$ cat src/rtl/imem_pkg.sv
// ============================================================================
// imem_pkg : shared loader states and frame constants
// Revision : 1.0
// ============================================================================
`default_nettype none

package imem_pkg;

  localparam logic [7:0] SYNC_BYTE = 8'hA5;
  localparam int         CNT_W     = 16;

  typedef enum logic [2:0] {
    ST_IDLE   = 3'd0,
    ST_CNT_LO = 3'd1,
    ST_CNT_HI = 3'd2,
    ST_DATA   = 3'd3,
    ST_CSUM   = 3'd4,
    ST_DONE   = 3'd5
  } state_t;

endpackage

`default_nettype wire

$ cat src/rtl/imem_word_asm.sv
// ============================================================================
// imem_word_asm : little-endian byte-to-word assembler with word strobe
// Revision      : 1.0
// ============================================================================
`default_nettype none

module imem_word_asm #(
  parameter int WIDTH = 32
) (
  input  logic             clk,
  input  logic             rst_n,
  input  logic             clear,
  input  logic             byte_valid,
  input  logic [7:0]       byte_data,
  output logic             lane_last,
  output logic             word_valid,
  output logic [WIDTH-1:0] word_data
);

  localparam int LANES  = WIDTH / 8;
  localparam int LANE_W = $clog2(LANES);

  logic [LANE_W-1:0] lane;
  // Holds the first LANES-1 bytes; the final byte is merged on the way out.
  logic [WIDTH-9:0]  shreg;

  assign lane_last = (lane == LANE_W'(LANES - 1));

  always_ff @(posedge clk) begin
    if (!rst_n) begin
      lane       <= '0;
      shreg      <= '0;
      word_valid <= 1'b0;
      word_data  <= '0;
    end else begin
      word_valid <= 1'b0;
      if (clear) begin
        lane <= '0;
      end else if (byte_valid) begin
        if (lane_last) begin
          lane       <= '0;
          word_valid <= 1'b1;
          word_data  <= {byte_data, shreg};
        end else begin
          lane  <= lane + LANE_W'(1);
          shreg <= {byte_data, shreg[WIDTH-9:8]};
        end
      end
    end
  end

endmodule

`default_nettype wire

$ cat src/rtl/imem_loader.sv
// ============================================================================
// imem_loader : byte-stream frame parser that writes instruction memory
// Revision    : 1.0
// ============================================================================
`default_nettype none

module imem_loader
  import imem_pkg::*;
#(
  parameter int I_WIDTH   = 32,
  parameter int IMEM_SIZE = 2**15,
  parameter int ADD_WIDTH = $clog2(IMEM_SIZE >> 2)
) (
  input  logic                 clk,
  input  logic                 rst_n,
  input  logic                 rx_valid,
  input  logic [7:0]           rx_data,
  output logic                 rx_ready,
  output logic                 we,
  output logic [ADD_WIDTH-1:0] waddr,
  output logic [I_WIDTH-1:0]   wdata,
  output logic                 cpu_hold,
  output logic                 load_done,
  output logic                 load_err
);

  localparam logic [CNT_W:0] MAX_WORDS = (CNT_W + 1)'(IMEM_SIZE >> 2);

  state_t             state;
  state_t             state_nxt;
  logic [7:0]         cnt_lo;
  logic [CNT_W-1:0]   cnt;
  logic [CNT_W-1:0]   word_idx;
  logic [7:0]         csum;
  logic [ADD_WIDTH-1:0] waddr_q;
  logic               hold_q;
  logic               err_q;

  logic               hs;
  logic               sync_hs;
  logic               data_hs;
  logic               word_hs;
  logic               last_word;
  logic               lane_last;
  logic [CNT_W-1:0]   n_in;
  logic               n_too_big;

  assign hs        = rx_valid && rx_ready;
  assign sync_hs   = (state == ST_IDLE) && hs && (rx_data == SYNC_BYTE);
  assign data_hs   = (state == ST_DATA) && hs;
  assign word_hs   = data_hs && lane_last;
  assign last_word = ((word_idx + CNT_W'(1)) == cnt);
  assign n_in      = {rx_data, cnt_lo};
  assign n_too_big = ({1'b0, n_in} > MAX_WORDS);

  assign rx_ready  = (state != ST_DONE);
  assign load_done = (state == ST_DONE);
  assign cpu_hold  = hold_q;
  assign load_err  = err_q;
  assign waddr     = waddr_q;

  imem_word_asm #(
    .WIDTH (I_WIDTH)
  ) u_word_asm (
    .clk        (clk),
    .rst_n      (rst_n),
    .clear      (sync_hs),
    .byte_valid (data_hs),
    .byte_data  (rx_data),
    .lane_last  (lane_last),
    .word_valid (we),
    .word_data  (wdata)
  );

  always_ff @(posedge clk) begin
    if (!rst_n) begin
      state <= ST_IDLE;
    end else begin
      state <= state_nxt;
    end
  end

  always_comb begin
    state_nxt = state;
    case (state)
      ST_IDLE:   if (sync_hs) state_nxt = ST_CNT_LO;
      ST_CNT_LO: if (hs) state_nxt = ST_CNT_HI;
      ST_CNT_HI: begin
        if (hs) begin
          if (n_too_big)           state_nxt = ST_IDLE;
          else if (n_in == '0)     state_nxt = ST_CSUM;
          else                     state_nxt = ST_DATA;
        end
      end
      ST_DATA:   if (word_hs && last_word) state_nxt = ST_CSUM;
      ST_CSUM:   if (hs) state_nxt = (rx_data == csum) ? ST_DONE : ST_IDLE;
      ST_DONE:   state_nxt = ST_IDLE;
      default:   state_nxt = ST_IDLE;
    endcase
  end

  // Hold stays high after any error so the core never runs a partial image.
  always_ff @(posedge clk) begin
    if (!rst_n) begin
      cnt_lo   <= '0;
      cnt      <= '0;
      word_idx <= '0;
      csum     <= '0;
      waddr_q  <= '0;
      hold_q   <= 1'b0;
      err_q    <= 1'b0;
    end else begin
      case (state)
        ST_IDLE: begin
          if (sync_hs) begin
            hold_q   <= 1'b1;
            err_q    <= 1'b0;
            csum     <= '0;
            word_idx <= '0;
          end
        end
        ST_CNT_LO: if (hs) cnt_lo <= rx_data;
        ST_CNT_HI: begin
          if (hs) begin
            cnt <= n_in;
            if (n_too_big) err_q <= 1'b1;
          end
        end
        ST_DATA: begin
          if (data_hs) csum <= csum ^ rx_data;
          if (word_hs) begin
            waddr_q  <= word_idx[ADD_WIDTH-1:0];
            word_idx <= word_idx + CNT_W'(1);
          end
        end
        ST_CSUM: begin
          if (hs) begin
            if (rx_data == csum) hold_q <= 1'b0;
            else                 err_q  <= 1'b1;
          end
        end
        default: ;
      endcase
    end
  end

endmodule

`default_nettype wire

$ cat config.mk
export PLATFORM = sky130hd
export DESIGN_NAME = imem_loader
export DESIGN_NICKNAME = d
export VERILOG_FILES = /design/src/rtl/imem_pkg.sv /design/src/rtl/imem_word_asm.sv /design/src/rtl/imem_loader.sv
export SDC_FILE = /design/constraint.sdc
export NUM_CORES = 1
export LEC_CHECK = 0
export BUFFER_PORTS_ARGS = -buffer_cell sky130_fd_sc_hd__buf_2
export CORE_MARGIN = 1.5
export CORE_UTILIZATION = 65
export CTS_BUF_LIST = sky130_fd_sc_hd__clkbuf_8
export DETAILED_ROUTE_END_ITERATION = 6
export PLACE_DENSITY_LB_ADDON = 0.05
export SLEW_MARGIN = 20
export SYNTH_ARGS = -nofsm -noshare
export SYNTH_HDL_FRONTEND = slang
export SYNTH_SLANG_ARGS = --single-unit
$ cat constraint.sdc
create_clock -name clk -period 4.5 [get_ports clk]
set_input_delay 0.45 -clock clk [delete_from_list [all_inputs] [get_ports clk]]
set_output_delay 0.45 -clock clk [all_outputs]
set_load 0.01 [all_outputs]
# Yosys cells after proc, flatten, opt, wreduce, memory -nomap -nowiden
# Cells that the tools add are included.
[classes] n_addsub=2 order_cmp=1 eq_ne=20 mux=27 bitwise_logic=5 reduce_logical=23
[op_table] op="$mux W16" count=2
[op_table] op="$pmux W16 S2" count=1
[op_table] op="$mux W3" count=8
[op_table] op="$ne A2 B2 Y1 const B" count=9
[op_table] op="$add A16 B1 Y16 const B" count=1
[op_table] op="$eq A16 B16 Y1" count=1
[op_table] op="$gt A16 B14 Y1 const B" count=1
[op_table] op="$logic_not A16 Y1" count=1
[op_table] op="$mux W8" count=2
[op_table] op="$pmux W8 S2" count=1
[op_table] op="$pmux W3 S5" count=1
[op_table] op="$reduce_and A3 Y1" count=4
[op_table] op="$mux W1" count=9
[op_table] op="$eq A8 B8 Y1" count=1
[op_table] op="$eq A8 B8 Y1 const B" count=1
[op_table] op="$xor A8 B8 Y8" count=1
[op_table] op="$eq A3 B2 Y1 const B" count=2
[op_table] op="$eq A3 B3 Y1 const B" count=2
[op_table] op="$logic_and A1 B1 Y1" count=6
[op_table] op="$reduce_and A2 Y1" count=3
[op_table] op="$reduce_and A6 Y1" count=1
[op_table] op="$reduce_and A5 Y1" count=1
[op_table] op="$not A1 Y1" count=4
[op_table] op="$reduce_and A4 Y1" count=1
[op_table] op="13 further kinds" count=14
[totals] regBits=125 in_bits=11 out_inout_bits=50

# Depth between registers and ports, before layout
[logic_depth] depth_word=7 depth_mapped=9 depth_no_buf=7

# Hierarchy
# A second synthesis with hierarchy kept.
[hier_totals] cells_unflattened=663 hier_area_um2=5750.5
[modules_own_cells] mod="imem_loader" instances=1 cells_each=459 area_each_um2=3552.2
[modules_own_cells] mod="imem_word_asm" instances=1 cells_each=204 area_each_um2=2198.4

# Worst setup path after synthesis
# Ideal clock, no wire load.
[synth_path] kind="flip-flop to flip-flop" from="register word_idx[0]" to="register state[2]" arrival_time_ns=2.046 setup_slack_ns=2.339 path_stages_with_launch=10 cell_sequence="dfxtp_1 -> ha_1 -> buf_2 -> and3_1 -> clkbuf_1 -> nand3_1 -> a2111o_1 -> o22ai_1 -> nor4_2 -> o21a_1"
[synth_between] elab_chain_cells=5
[synth_rtl] element="start, declared" line_no="imem_loader.sv:33" text="logic [CNT_W-1:0] word_idx;"
[synth_rtl] element="start signal, assigned" line_no="imem_loader.sv:133" text="word_idx <= word_idx + CNT_W'(1);"
[synth_rtl] element="$add A16 B1 Y16" line_no="imem_loader.sv:52" text="assign last_word = ((word_idx + CNT_W'(1)) == cnt);"
[synth_rtl] element="$eq A16 B16 Y1" line_no="imem_loader.sv:52"
[synth_rtl] element="$logic_and A1 B1 Y1" line_no="imem_loader.sv:95" text="ST_DATA: if (word_hs && last_word) state_nxt = ST_CSUM;"
[synth_rtl] element="$ne A2 B1 Y1 (no source line)"
[synth_rtl] element="$reduce_and A5 Y1 (no source line)"
[synth_rtl] element="end signal, assigned" line_no="imem_loader.sv:79" text="state <= state_nxt;"
[synth_rtl] element="end, declared" line_no="imem_loader.sv:29" text="state_t state;"
# No other way between the ends.
# A chain may end at the register's enable or synchronous reset.

# Worst setup path in the final report
[layout_path] from="register state[1]" to="register state[1]"
[layout_between] elab_chain_cells=7 elab_cells_between_ends=19
[layout_rtl] element="$ne A3 B3 Y1" line_no="imem_loader.sv:56" text="assign rx_ready = (state != ST_DONE);"
[layout_rtl] element="$logic_and A1 B1 Y1" line_no="imem_loader.sv:48" text="assign hs = rx_valid && rx_ready;"
[layout_rtl] element="$logic_and A1 B1 Y1" line_no="imem_loader.sv:50" text="assign data_hs = (state == ST_DATA) && hs;"
[layout_rtl] element="$logic_and A1 B1 Y1" line_no="imem_loader.sv:51" text="assign word_hs = data_hs && lane_last;"
[layout_rtl] element="$logic_and A1 B1 Y1" line_no="imem_loader.sv:95"
[layout_rtl] element="$ne A2 B1 Y1 (no source line)"
[layout_rtl] element="$reduce_and A5 Y1 (no source line)"
# Parallel ways exist; a longest one is shown, timed or not.

==> reports/results.txt <==
H-tree lvl count - 4
P_leak - 2.26 nW
Critical R2R Capture - state[1]$_SDFFE_PN0P_
pins over their slew limit - 0
ranking of synthesized cells by area - dfxtp_1, nand2_1, a21oi_1, xnor2_1, clkbuf_1
Die X - 95.7 µm
Final Critical Period - 2.90 ns
Ys Warns - 0
number of synthesized flops with an enable pin - 0
placeable core region - 8260 µm²
Setup crit end kind - flop
CTS resizes - 0
Clock power frac - 50.3%
Seq/Total Area, Yosys - 44.8%
clock tree from TritonCTS - done
status - complete, no violations
Root Buffer - clkbuf_8
CP Data Required Time - 4.78 ns
total chip power - 0.00232 W
Slew HR - 33.2%
initial antenna violation count - 0
syn avg cell area - 7.59 µm²
post-placement worst setup slack - 1.61 ns
GP Congestion - 0.916
# setup viols final - 0
Sink Count - 125
fin nets - 773
Port Buf Inserts - 60
Hold-fix buffers, CTS - 0
combinational share of power - 2.0%
sequential power share - 47.7%
setup_tns - 0 ns
hold path depth - 3
Worst Setup Slack, final - 1.60 ns
flop2flop setup slack - 1.60 ns
n_diodes - 0
Starting Density - 67.6%
Synth top area share - 44.8%
# rows - 33
fin util - 76.1%
die area - 9150 µm²
P&R area growth vs syn - 12.6%
WL/cell - 15.4 µm
WL final - 13,500 µm
Sw Ratio - 21.0%
FMAX - 0.345 GHz
Die Y - 95.7 µm
Cell variety after synth - 63
Yosys reg bits - 125
overflow left after global routing - 0
synthesized area - 5580 µm²
skew final - 0.0102 ns
switching power - 0.000487 W
pwr dens - 369 nW/µm²
via count - 5,228
main flop type after synthesis - dfxtp_1
Vias per Instance - 5.96
Peak supply drop - 0.000310 V
Worst-Skew Late Latency - 0.42 ns
largest net degree at the start of global routing - 62
first-pass GRT wire length - 22,200 µm
Slowest-stage cell, CP - and4b_1
largest area contributor in the netlist - dfxtp_1
crit path kind - reg -> reg
Final Hold Vio Count - 0
# Post-CTS Setup Buffers - 0
hold-critical path endpoint - word_idx[7]$_SDFFE_PN0P_
cell internal pwr - 0.00183 W
gr usage total - 31.3%
hold path startpoint - rst_n
Residual DRC - 0
number of global-route vias before repair - 4,691
io pins - 61
CTS clk-pin slew, worst paths - 0.07 ns
most frequent cells in the layout - nand2_1, dfxtp_1, a21oi_1
ys async rst share - 0%
Arrival @ worst endpoint - 3.18 ns
startpoint class of the critical path - flop
commonest non-fill, non-tap cell in the layout - nand2_1
MaxCap Viol Count - 0
Tcrit/Tclk final - 64.5%
slew at the pin with the worst max-slew slack - 1.00 ns
initial drt markers - 349
1st-pass router iterations - 5
Largest delay share family, worst path - simple AND/OR/NAND/NOR gates
clock buffer depth - 2
Mapped Cells - 736
share of cells above drive strength 1 - 14.5%
max incr delay on CP - 0.67 ns
crit path cell chain - and4b_1 -> nand2_2 -> buf_4 -> nor3b_1 -> nand4_1 -> nor4_1 -> nor3_1
RSZ-0062 raised after global routing - false
CTS Buf Count - 17
worst hold slack - 0.349 ns
Post-DP HPWL - 8770 µm
Syn Nets - 749
Hold Path Class - in -> reg
worst r2r src - state[1]$_SDFFE_PN0P_
Crit Path Max Fanout - 22
Worst R2R Path Depth - 7
Critical path buffers and inverters - 1
Post-DRT Antenna Nets - 0
## registers in the layout, summed over array words and instances (netlist names)
| register | flops |
|---|---|
| waddr | 13 |
| u_word_asm.word_valid | 1 |
| u_word_asm.lane | 2 |
| u_word_asm.word_data | 32 |
| word_idx | 16 |
| load_err | 1 |
| cpu_hold | 1 |
| state | 3 |
| cnt | 16 |
| u_word_asm.shreg | 24 |
| cnt_lo | 8 |
| csum | 8 |
## cell families (layout without fill, tap and decap cells)
group | after synthesis | in the layout | share of synthesized area, %
compound gates | 171 | 171 | 16.9
xor+xnor | 31 | 31 | 4.86
fa+ha+maj | 2 | 2 | 0.448
buf+inv | 64 | 100 | 4.75
flops | 125 | 125 | 44.8
mux | 2 | 2 | 0.381
simple gates | 341 | 341 | 27.9
## cells in the mapped netlist, drive strengths merged, types with 2 or more instances
master and count:
a22oi 2, nand4 10, or3 6, a21o 2
nand2b 5, nor2b 2, o21ai 26, or4 6
a21oi 117, a31oi 6, nor3 15, and4 2
ha 2, o22ai 3, xnor2 17, buf 19
nor2 31, nand3b 11, clkbuf 40, inv 5
and2 3, nor4 8, dfxtp 125, nand2 222
xor2 14, and3 2, nand3 11, nand4b 2
## worst register-to-register path, cell delays in order (launching register included)
cell	delay (ns)
dfxtp_1	0.61
and4b_1	0.67
nand2_2	0.39
buf_4	0.33
nor3b_1	0.24
nand4_1	0.12
nor4_1	0.31
nor3_1	0.08
## cell type report
class                      instances  area (µm²)
clock buffer                      17         234
clock inverter                    14         241
fill                             624        1970
inverter                           5        20.0
multi-input combinational        547        2830
sequential                       125        2500
tap                              105         131
timing repair buffer              64         330
## stage by stage
stage | instance area [µm²] | std cells
floorplan | 5580 | 736
global placement | 5810 | 846
detailed placement | 5810 | 846
CTS | 6280 | 877
global route | 6280 | 877
finish | 6280 | 877
## power groups by stage
| stage | Clock [W] | Sequential, W | Combinational (W) |
|---|---|---|---|
| 6_report | 0.00117 | 0.00111 | 0.0000453 |
| 5_1_grt | 0.00122 | 0.00111 | 0.0000488 |
| 4_1_cts | 0.00117 | 0.00111 | 0.0000445 |
| 3_5_place_dp | 0 | 0.00113 | 0.0000444 |
| 3_3_place_gp | 0 | 0.00113 | 0.0000436 |
| 2_1_floorplan | 0 | 0.00113 | 0.0000316 |
## how the worst max path moves through the flow
stage / to / slack (ns) / cells after the start / from
2_1_floorplan: state[2]$_SDFFE_PN0P_ / 2.34 / 9 / word_idx[0]$_SDFFE_PN0P_
3_3_place_gp: state[1]$_SDFFE_PN0P_ / 1.71 / 8 / rx_valid
3_5_place_dp: state[1]$_SDFFE_PN0P_ / 1.61 / 8 / rx_valid
4_1_cts: state[1]$_SDFFE_PN0P_ / 1.64 / 7 / state[1]$_SDFFE_PN0P_
5_1_grt: state[1]$_SDFFE_PN0P_ / 1.37 / 7 / state[1]$_SDFFE_PN0P_
6_report: state[1]$_SDFFE_PN0P_ / 1.60 / 7 / state[1]$_SDFFE_PN0P_
## layer usage
| layer | GRT usage [%] | share of wire (%) | vias up |
|---|---|---|---|
| li1 | - | - | 2545 |
| met1 | 40.7 | 42 | 2431 |
| met2 | 52.1 | 49 | 230 |
| met3 | 4.78 | 7.4 | 22 |
| met4 | 11.6 | 1.5 | 0 |
| met5 | 0 | 0 | - |
Power figures use the tool's default switching activity.
